==> src/rtl/cbus_arbiter_pkg.sv <==
// Shared CBus types and encodings for the core-side bus arbiter and its
// reusable helpers.
package cbus_arbiter_pkg;

   typedef logic [2:0] cbus_size_t;
   localparam cbus_size_t CBUS_SIZE_1 = 3'd0;
   localparam cbus_size_t CBUS_SIZE_2 = 3'd1;
   localparam cbus_size_t CBUS_SIZE_4 = 3'd2;
   localparam cbus_size_t CBUS_SIZE_8 = 3'd3;

   // len is beats minus one
   typedef logic [3:0] cbus_len_t;
   localparam cbus_len_t CBUS_LEN_1  = 4'd0;
   localparam cbus_len_t CBUS_LEN_2  = 4'd1;
   localparam cbus_len_t CBUS_LEN_4  = 4'd3;
   localparam cbus_len_t CBUS_LEN_8  = 4'd7;
   localparam cbus_len_t CBUS_LEN_16 = 4'd15;

   typedef struct packed {
      logic        valid;
      logic        is_write;
      cbus_size_t  size;
      logic [31:0] addr;
      logic [3:0]  strobe;
      logic [31:0] data;
      cbus_len_t   len;
   } cbus_req_t;

   typedef struct packed {
      logic        ready;
      logic        last;
      logic [31:0] data;
   } cbus_resp_t;

   typedef enum logic {
      IDLE = 1'b0,
      BUSY = 1'b1
   } cbus_arb_state_t;

   function automatic int idx_width(input int n);
      return (n > 1) ? $clog2(n) : 1;
   endfunction

endpackage

==> src/rtl/cbus_arbiter_if.sv <==
// Upstream request/response array and the single downstream CBus port seen by
// the arbiter.
interface cbus_arbiter_if
   import cbus_arbiter_pkg::*;
#(
   parameter int NUM_MASTERS = 2
);
   cbus_req_t  ireqs  [NUM_MASTERS];
   cbus_resp_t iresps [NUM_MASTERS];
   cbus_req_t  oreq;
   cbus_resp_t oresp;

   // slave: the arbiter, which serves the upstream masters
   modport slave  (input ireqs, output iresps, output oreq, input oresp);
   modport master (output ireqs, input iresps, input oreq, output oresp);
endinterface

==> src/rtl/cbus_arbiter_rr_picker.sv <==
// Combinational round-robin select: first valid requester after last_grant,
// wrapping modulo N.
module rr_picker
   import cbus_arbiter_pkg::*;
#(
   parameter  int N = 2,
   localparam int W = idx_width(N)
) (
   input  logic [N-1:0] valid,
   input  logic [W-1:0] last_grant,
   output logic [W-1:0] idx,
   output logic         found
);
   localparam int unsigned NU = N;

   logic [W-1:0] cidx;

   always_comb begin
      idx   = '0;
      found = 1'b0;
      cidx  = '0;
      // Offsets 1..N visit every master once; the previous winner comes last.
      for (int unsigned k = 1; k <= NU; k++) begin
         cidx = W'((32'(last_grant) + k) % NU);
         if (!found && valid[cidx]) begin
            idx   = cidx;
            found = 1'b1;
         end
      end
   end
endmodule

==> src/rtl/cbus_arbiter.sv <==
// Round-robin N-to-1 CBus arbiter: one master owns the downstream port from
// grant until its final response beat, with an idle bubble between owners.
module cbus_arbiter
   import cbus_arbiter_pkg::*;
#(
   parameter  int NUM_MASTERS = 2,
   localparam int IDX_W       = idx_width(NUM_MASTERS)
) (
   input  logic             clk,
   input  logic             reset,
   cbus_arbiter_if.slave    bus,
   output logic             busy,
   output logic [IDX_W-1:0] grant_idx
);
   localparam int unsigned NM = NUM_MASTERS;

   cbus_arb_state_t  state_q, state_d;
   logic [IDX_W-1:0] sel_q, sel_d;
   logic [IDX_W-1:0] last_grant_q, last_grant_d;
   logic [IDX_W-1:0] pick;
   logic [NM-1:0]    valid;
   logic             found;

   for (genvar g = 0; g < NUM_MASTERS; g++) begin : g_valid
      assign valid[g] = bus.ireqs[g].valid;
   end

   rr_picker #(.N(NUM_MASTERS)) u_picker (
      .valid      (valid),
      .last_grant (last_grant_q),
      .idx        (pick),
      .found      (found)
   );

   always_ff @(posedge clk) begin
      if (reset) begin
         state_q      <= IDLE;
         sel_q        <= '0;
         last_grant_q <= IDX_W'(NM - 1);
      end else begin
         state_q      <= state_d;
         sel_q        <= sel_d;
         last_grant_q <= last_grant_d;
      end
   end

   always_comb begin
      state_d      = state_q;
      sel_d        = sel_q;
      last_grant_d = last_grant_q;
      bus.oreq     = '0;
      bus.iresps   = '{default: '0};
      unique case (state_q)
         IDLE: begin
            if (found) begin
               sel_d   = pick;
               state_d = BUSY;
            end
         end
         BUSY: begin
            bus.oreq          = bus.ireqs[sel_q];
            bus.iresps[sel_q] = bus.oresp;
            if (bus.oresp.ready && bus.oresp.last) begin
               last_grant_d = sel_q;
               state_d      = IDLE;
            end
         end
         default: state_d = IDLE;
      endcase
   end

   assign busy      = (state_q == BUSY);
   assign grant_idx = sel_q;

   // Owner dropping valid mid-transaction is a master bug; forwarding continues regardless.
   a_owner_holds_valid: assert property (
      @(posedge clk) disable iff (reset) (state_q == BUSY) |-> bus.ireqs[sel_q].valid
   );
endmodule

==> src/flat_wrapper.sv <==
// flat-port wrapper written by rule: the top's interface ports become plain ports
module cbus_arbiter_flat import cbus_arbiter_pkg::*;
#(
   parameter  int NUM_MASTERS = 2,
   localparam int IDX_W       = idx_width(NUM_MASTERS)
)
  (clk, reset, busy, grant_idx, bus_ireqs, bus_iresps, bus_oreq, bus_oresp);
  cbus_arbiter_if #(.NUM_MASTERS(NUM_MASTERS)) bus_i ();
  input  logic clk;
  input  logic reset;
  output logic busy;
  output logic [IDX_W-1:0] grant_idx;
  input wire logic [$bits(bus_i.ireqs)-1:0] bus_ireqs;
  output wire logic [$bits(bus_i.iresps)-1:0] bus_iresps;
  output wire logic [$bits(bus_i.oreq)-1:0] bus_oreq;
  input wire logic [$bits(bus_i.oresp)-1:0] bus_oresp;
  assign bus_i.ireqs = {>>{bus_ireqs}};
  assign bus_iresps = {>>{bus_i.iresps}};
  assign bus_oreq = bus_i.oreq;
  assign bus_i.oresp = bus_oresp;
  cbus_arbiter #(.NUM_MASTERS(NUM_MASTERS)) u_core (.clk(clk), .reset(reset), .bus(bus_i), .busy(busy), .grant_idx(grant_idx));
endmodule
==> config.mk <==
export PLATFORM = sky130hd
export DESIGN_NAME = cbus_arbiter_flat
export DESIGN_NICKNAME = d
export VERILOG_FILES = /design/src/rtl/cbus_arbiter_pkg.sv /design/src/rtl/cbus_arbiter_if.sv /design/src/rtl/cbus_arbiter_rr_picker.sv /design/src/rtl/cbus_arbiter.sv /design/src/flat_wrapper.sv
export SDC_FILE = /design/constraint.sdc
export NUM_CORES = 1
export LEC_CHECK = 0
export CAP_MARGIN = 0
export CORE_AREA = 2 2 130 132
export CTS_CLUSTER_DIAMETER = 60
export CTS_CLUSTER_SIZE = 30
export DETAILED_ROUTE_END_ITERATION = 8
export DIE_AREA = 0 0 132 134
export GPL_ROUTABILITY_DRIVEN = 0
export HOLD_SLACK_MARGIN = 0.02
export PLACE_DENSITY = 0.57
export SYNTH_ARGS = -nofsm -noshare
export SYNTH_HDL_FRONTEND = slang
export SYNTH_SLANG_ARGS = --single-unit
==> constraint.sdc <==
create_clock -name clk -period 3.9 [get_ports clk]
set_clock_uncertainty 0.2 [all_clocks]
set_input_delay 0.585 -clock clk [delete_from_list [all_inputs] [get_ports clk]]
set_output_delay 0.585 -clock clk [all_outputs]
set_load 0.01 [all_outputs]
Word-level counts from Yosys, hierarchy flattened
Index checks and enable logic that the tools add are counted.
{"block": "totals", "ff_bits": 3, "mem_bits_rw": 0, "mem_count": 0, "latch_bits": 0, "wordCells": 36, "mem_bits_ro": 0}
{"block": "classes", "shifts": 0, "muxes": 18, "n_reduce_logical": 6, "bitwise_logic": 3, "div": 0, "n_addsub": 2, "eq_ne": 0, "magnitude_cmp": 4, "mul": 0}
{"cell": "77-bit 2-to-1 mux", "n": 4}
{"cell": "68-bit bitwise AND", "n": 1}
{"cell": "68-bit 2-to-1 mux", "n": 1}
{"cell": "34-bit demux with 1-bit select", "n": 1}
{"cell": "34-bit 2-to-1 mux", "n": 1}
{"cell": "1-bit 2-to-1 mux", "n": 10}
{"cell": "1-bit by 2-bit less-than comparator with 1-bit output, second input constant", "n": 2}
{"cell": "2-bit AND reduction", "n": 2}
{"cell": "1-bit logical AND", "n": 3}
{"cell": "1-bit adder, second input constant", "n": 2}
{"cell": "2-bit greater-or-equal comparator, second input constant", "n": 1}
{"cell": "2-bit by 1-bit less-than comparator with 1-bit output, second input constant", "n": 1}
{"cell": "1-bit NOT with 2-bit output", "n": 1}
{"cell": "1-bit one-hot mux with 2 select lines", "n": 1}
{"cell": "1-bit logical NOT", "n": 1}
{"cell": "1-bit NOT", "n": 1}

Depth between registers and ports, before layout
{"block": "depth", "word_depth": 9, "depth_mapped": 5, "mapped_depth_nobuf": 3}

By module
Synthesis repeated with hierarchy kept, for this count alone.
{"block": "hier_totals", "hier_cells": 265, "hier_area_um2": 2029.4}
{"module": "cbus_arbiter", "cells_per_inst": 263, "seq_area_each_um2": 60.1, "instances": 1, "area_per_inst_um2": 2015.7}
{"module": "rr_picker", "cells_per_inst": 2, "seq_area_each_um2": 0.0, "instances": 1, "area_per_inst_um2": 13.8}

Worst setup path after synthesis
No wires, ideal clock.
{"block": "synth_path", "path_kind": "flip-flop to output port", "startpoint": "reg u_core.state_q, in the netlist u_core.busy", "endpoint": "out bus_oreq[66]", "slack_ps": 2031, "stages_incl_launch_ff": 4, "n_path_buf": 2, "t_arrival_ps": 1084, "cell_sequence": "dfxtp_1 > buf_4 > clkbuf_1 > nor2b_1"}
{"block": "synth_via", "elab_chain_len": 1}
{"element": "from (decl)", "line": "cbus_arbiter.sv:17", "rtl": "cbus_arb_state_t state_q, state_d;"}
{"element": "from (signal assigned)", "line": "cbus_arbiter.sv:41", "rtl": "state_q <= state_d;"}
{"element": "77-bit 2-to-1 mux", "line": "cbus_arbiter.sv:53", "rtl": "unique case (state_q)"}
{"element": "to (decl)", "line": "flat_wrapper.sv:15", "rtl": "output wire logic [$bits(bus_i.oreq)-1:0] bus_oreq;"}
Every way passes these cells.

Worst setup path after layout
{"block": "layout_path", "startpoint": "reg u_core.sel_q, in the netlist u_core.grant_idx", "endpoint": "out bus_oreq[75]"}
{"block": "layout_via", "elab_chain_len": 5}
{"element": "from (decl)", "line": "cbus_arbiter.sv:18", "rtl": "logic [IDX_W-1:0] sel_q, sel_d;"}
{"element": "from (signal assigned)", "line": "cbus_arbiter.sv:42", "rtl": "sel_q <= sel_d;"}
{"element": "1-bit NOT with 2-bit output (not written as such)", "line": "cbus_arbiter.sv:61", "rtl": "bus.oreq = bus.ireqs[sel_q];"}
{"element": "77-bit 2-to-1 mux (not written as such) (3 in series)", "line": "cbus_arbiter.sv:61"}
{"element": "77-bit 2-to-1 mux", "line": "cbus_arbiter.sv:53"}
Every way passes these cells. The select of a mux whose other input is x is not followed.

==> impl_metrics.json <==
{
  "p_per_area_nw_per_um2": 145.9,
  "grt_use_total": 0.1138,
  "drt-met1-wl_um": 4227,
  "grt_pass1_wl_um": 16830,
  "power.switching_w": 0.0002445,
  "die_w_um": 132,
  "cp-startpoint": "u_core.grant_idx",
  "drtAntennaViolNets": 0,
  "max_freq_mhz": 330.4,
  "grt_max_degree": 117,
  "rsz0062_at_grt": "false",
  "cts_root_buffer": "clkbuf_16",
  "yosysWarnings": 0,
  "crit_arrival_ns": 2.24,
  "wl_um": 11200,
  "crit_fanout": 50,
  "reg2reg_slack_ns": 1.92,
  "netSwitchingFraction": 0.3009,
  "netlist_instances": 265,
  "syn_nets": 455,
  "p_leak_nw": 2.049,
  "cts-resized-gates": 0,
  "layout.cells.most_common_list": "clkdlybuf4s50_1, mux2i_1, nor2b_1",
  "yosysSeqAreaShare": 0.02994,
  "wl_met2_um": 5685,
  "status": "completed",
  "yosys-top-cells-area": "mux2i_1, nor2b_1, and2_1",
  "vias": 3105,
  "drc": 0,
  "core_um2": 16290,
  "r2r-start": "u_core.busy",
  "slew_viol_final": 0,
  "num_antenna_cells": 0,
  "dieArea_um2": 17690,
  "worstMarginPinSlew_ns": 0.9327,
  "dp_hpwl_um": 9093,
  "firstDrtPassIters": 4,
  "final_layout_size_suffix_gt1_frac": 0.01552,
  "synthesis.area_um2": 2006,
  "path_class": "flip-flop to output pin",
  "drt-vias-per-instance": 3.881,
  "h-tree-depth": 1,
  "drtIter0Drc": 59,
  "synth_cell_types": 22,
  "finalCritPeriodShare": 0.7760,
  "period_needed_ns": 3.026,
  "grt_pass1_vias": 3185,
  "critPathLaunchType": "flip-flop",
  "maxCapViolCount": 0,
  "worst_r2r_endpoint": "u_core.last_grant_q",
  "fp.dieH_um": 134,
  "cts.sinks": 3,
  "seq_power_share": 0.054,
  "syn_area_per_cell_um2": 7.569,
  "internal-power_w": 0.0005680,
  "area_growth_pct": 177.6,
  "crit_end": "bus_oreq[75]",
  "setup_viol": 0,
  "routedWlPerCell_um": 14.00,
  "hold_buffers": 0,
  "maxUsedRoutingLayer": "met4",
  "fin_util": 0.3418,
  "synth_seq_cells": 3,
  "floorplan.initialDensity": 0.1231,
  "cts_tree": "built",
  "synth_top_area_share": 0.3843,
  "hp-class": "flip-flop to flip-flop",
  "n_fill_cell": 1712,
  "critPathCaptureType": "output pin",
  "cts_setup_buffers": 0,
  "pin_count": 337,
  "ff2ff_path_depth": 4,
  "wl_met3_um": 1144,
  "io_buffers": 336,
  "pwr-share-clk": 0.199,
  "cts_made_buffers": 3,
  "ctsLongestPathBuffers": 2,
  "yosysTopAreaCell": "mux2i_1",
  "irDropWorstVdd_mv": 0.1225,
  "final_common_cell": "clkdlybuf4s50_1",
  "grt_overflow": 0,
  "finalHoldViolCount": 0,
  "power_frac_comb": 0.747,
  "nets": 771,
  "max-slew-margin-rel": 0.3782,
  "antenna_found_initial": 0,
  "rows": 47,
  "cp.required_ns": 3.12,
  "clk_pin_slew_worst_paths_ns": 0.03,
  "setup-tns-final_ns": 0,
  "clk_latency_ns": 0.22
}
## worst min path at each step
stage          slack, ns                  end           startpoint  cells after the start
2_1_floorplan       0.29  u_core.last_grant_q  u_core.last_grant_q                      2
3_3_place_gp        0.30  u_core.last_grant_q  u_core.last_grant_q                      2
3_5_place_dp        0.31  u_core.last_grant_q  u_core.last_grant_q                      2
4_1_cts             0.31  u_core.last_grant_q  u_core.last_grant_q                      2
5_1_grt             0.36  u_core.last_grant_q  u_core.last_grant_q                      2
6_report            0.31  u_core.last_grant_q  u_core.last_grant_q                      2
## worst max-delay path, stage by stage, from the launching register on
cell and delay, ns:
dfxtp_4 0.70, buf_4 0.41, mux2i_1 0.21, and2b_1 0.19, clkdlybuf4s50_1 0.47
## cells by family (layout without fill, tap and decap cells)
kind of cell,Yosys count,in the layout,synth area share
AND/OR/NAND/NOR,151,151,0.4722
multiplexers,77,77,0.3843
buffers and inverters,30,345,0.1011
AO/OA/AOI/OAI,4,4,0.01247
flip-flops,3,3,0.02995
## cell usage after synthesis
library cell	number
nand2_1	1
clkbuf_2	6
buf_12	1
dfxtp_1	3
buf_4	5
nand3b_1	1
nor2b_4	1
nor2b_1	76
and2b_1	1
o311a_1	1
buf_8	4
o21ai_0	1
buf_2	2
inv_1	2
nor3_1	1
mux2i_1	77
nand3_1	1
clkbuf_1	10
and2_1	34
nor2_1	1
and3_1	34
a21oi_1	2
## through the flow
step           cell area [µm²]  setup WS [ns]  std cells  hold WS (ns)  power (W)
2_1_floorplan             2006          2.031        265        0.2889  0.0002682
3_3_place_gp              5489          1.094        796        0.3029  0.0006511
3_5_place_dp              5489          1.076        796        0.3063  0.0006567
4_1_cts                   5568         0.8557        800        0.3102  0.0008225
5_1_grt                   5568         0.7422        800        0.3616  0.0008605
6_report                  5568         0.8736        800        0.3143  0.0008125
## sequential cells by signal, summed over array words and instances, names as in the netlist
signal               cells
u_core.last_grant_q      1
u_core.grant_idx         1
u_core.busy              1
## power by group through the flow
| stage | logic [W] | registers, W | clock network, W |
|---|---|---|---|
| 3_3_place_gp | 0.000607 | 0.0000445 | 0 |
| 5_1_grt | 0.000647 | 0.0000452 | 0.000168 |
| 4_1_cts | 0.000615 | 0.0000442 | 0.000163 |
| 2_1_floorplan | 0.000232 | 0.0000361 | 0 |
| 6_report | 0.000607 | 0.0000441 | 0.000162 |
| 3_5_place_dp | 0.000612 | 0.0000446 | 0 |
## layout make-up
class                      count  area, µm²  area share
clock buffer                   4      78.83     0.01416
inverter                       2      7.507    0.001348
sequential                     3      65.06     0.01169
timing repair buffer         339       3398      0.6103
multi-input combinational    232       1743      0.3130
tap                          220      275.3     0.04944
## per-layer routing
metal / global-route usage / vias up
met5: 0 / -
met4: 0.01993 / 0
met3: 0.03779 / 12
met2: 0.2130 / 188
met1: 0.1263 / 1381
li1: - / 1524
Note: power is estimated with default switching activity, not from simulation.
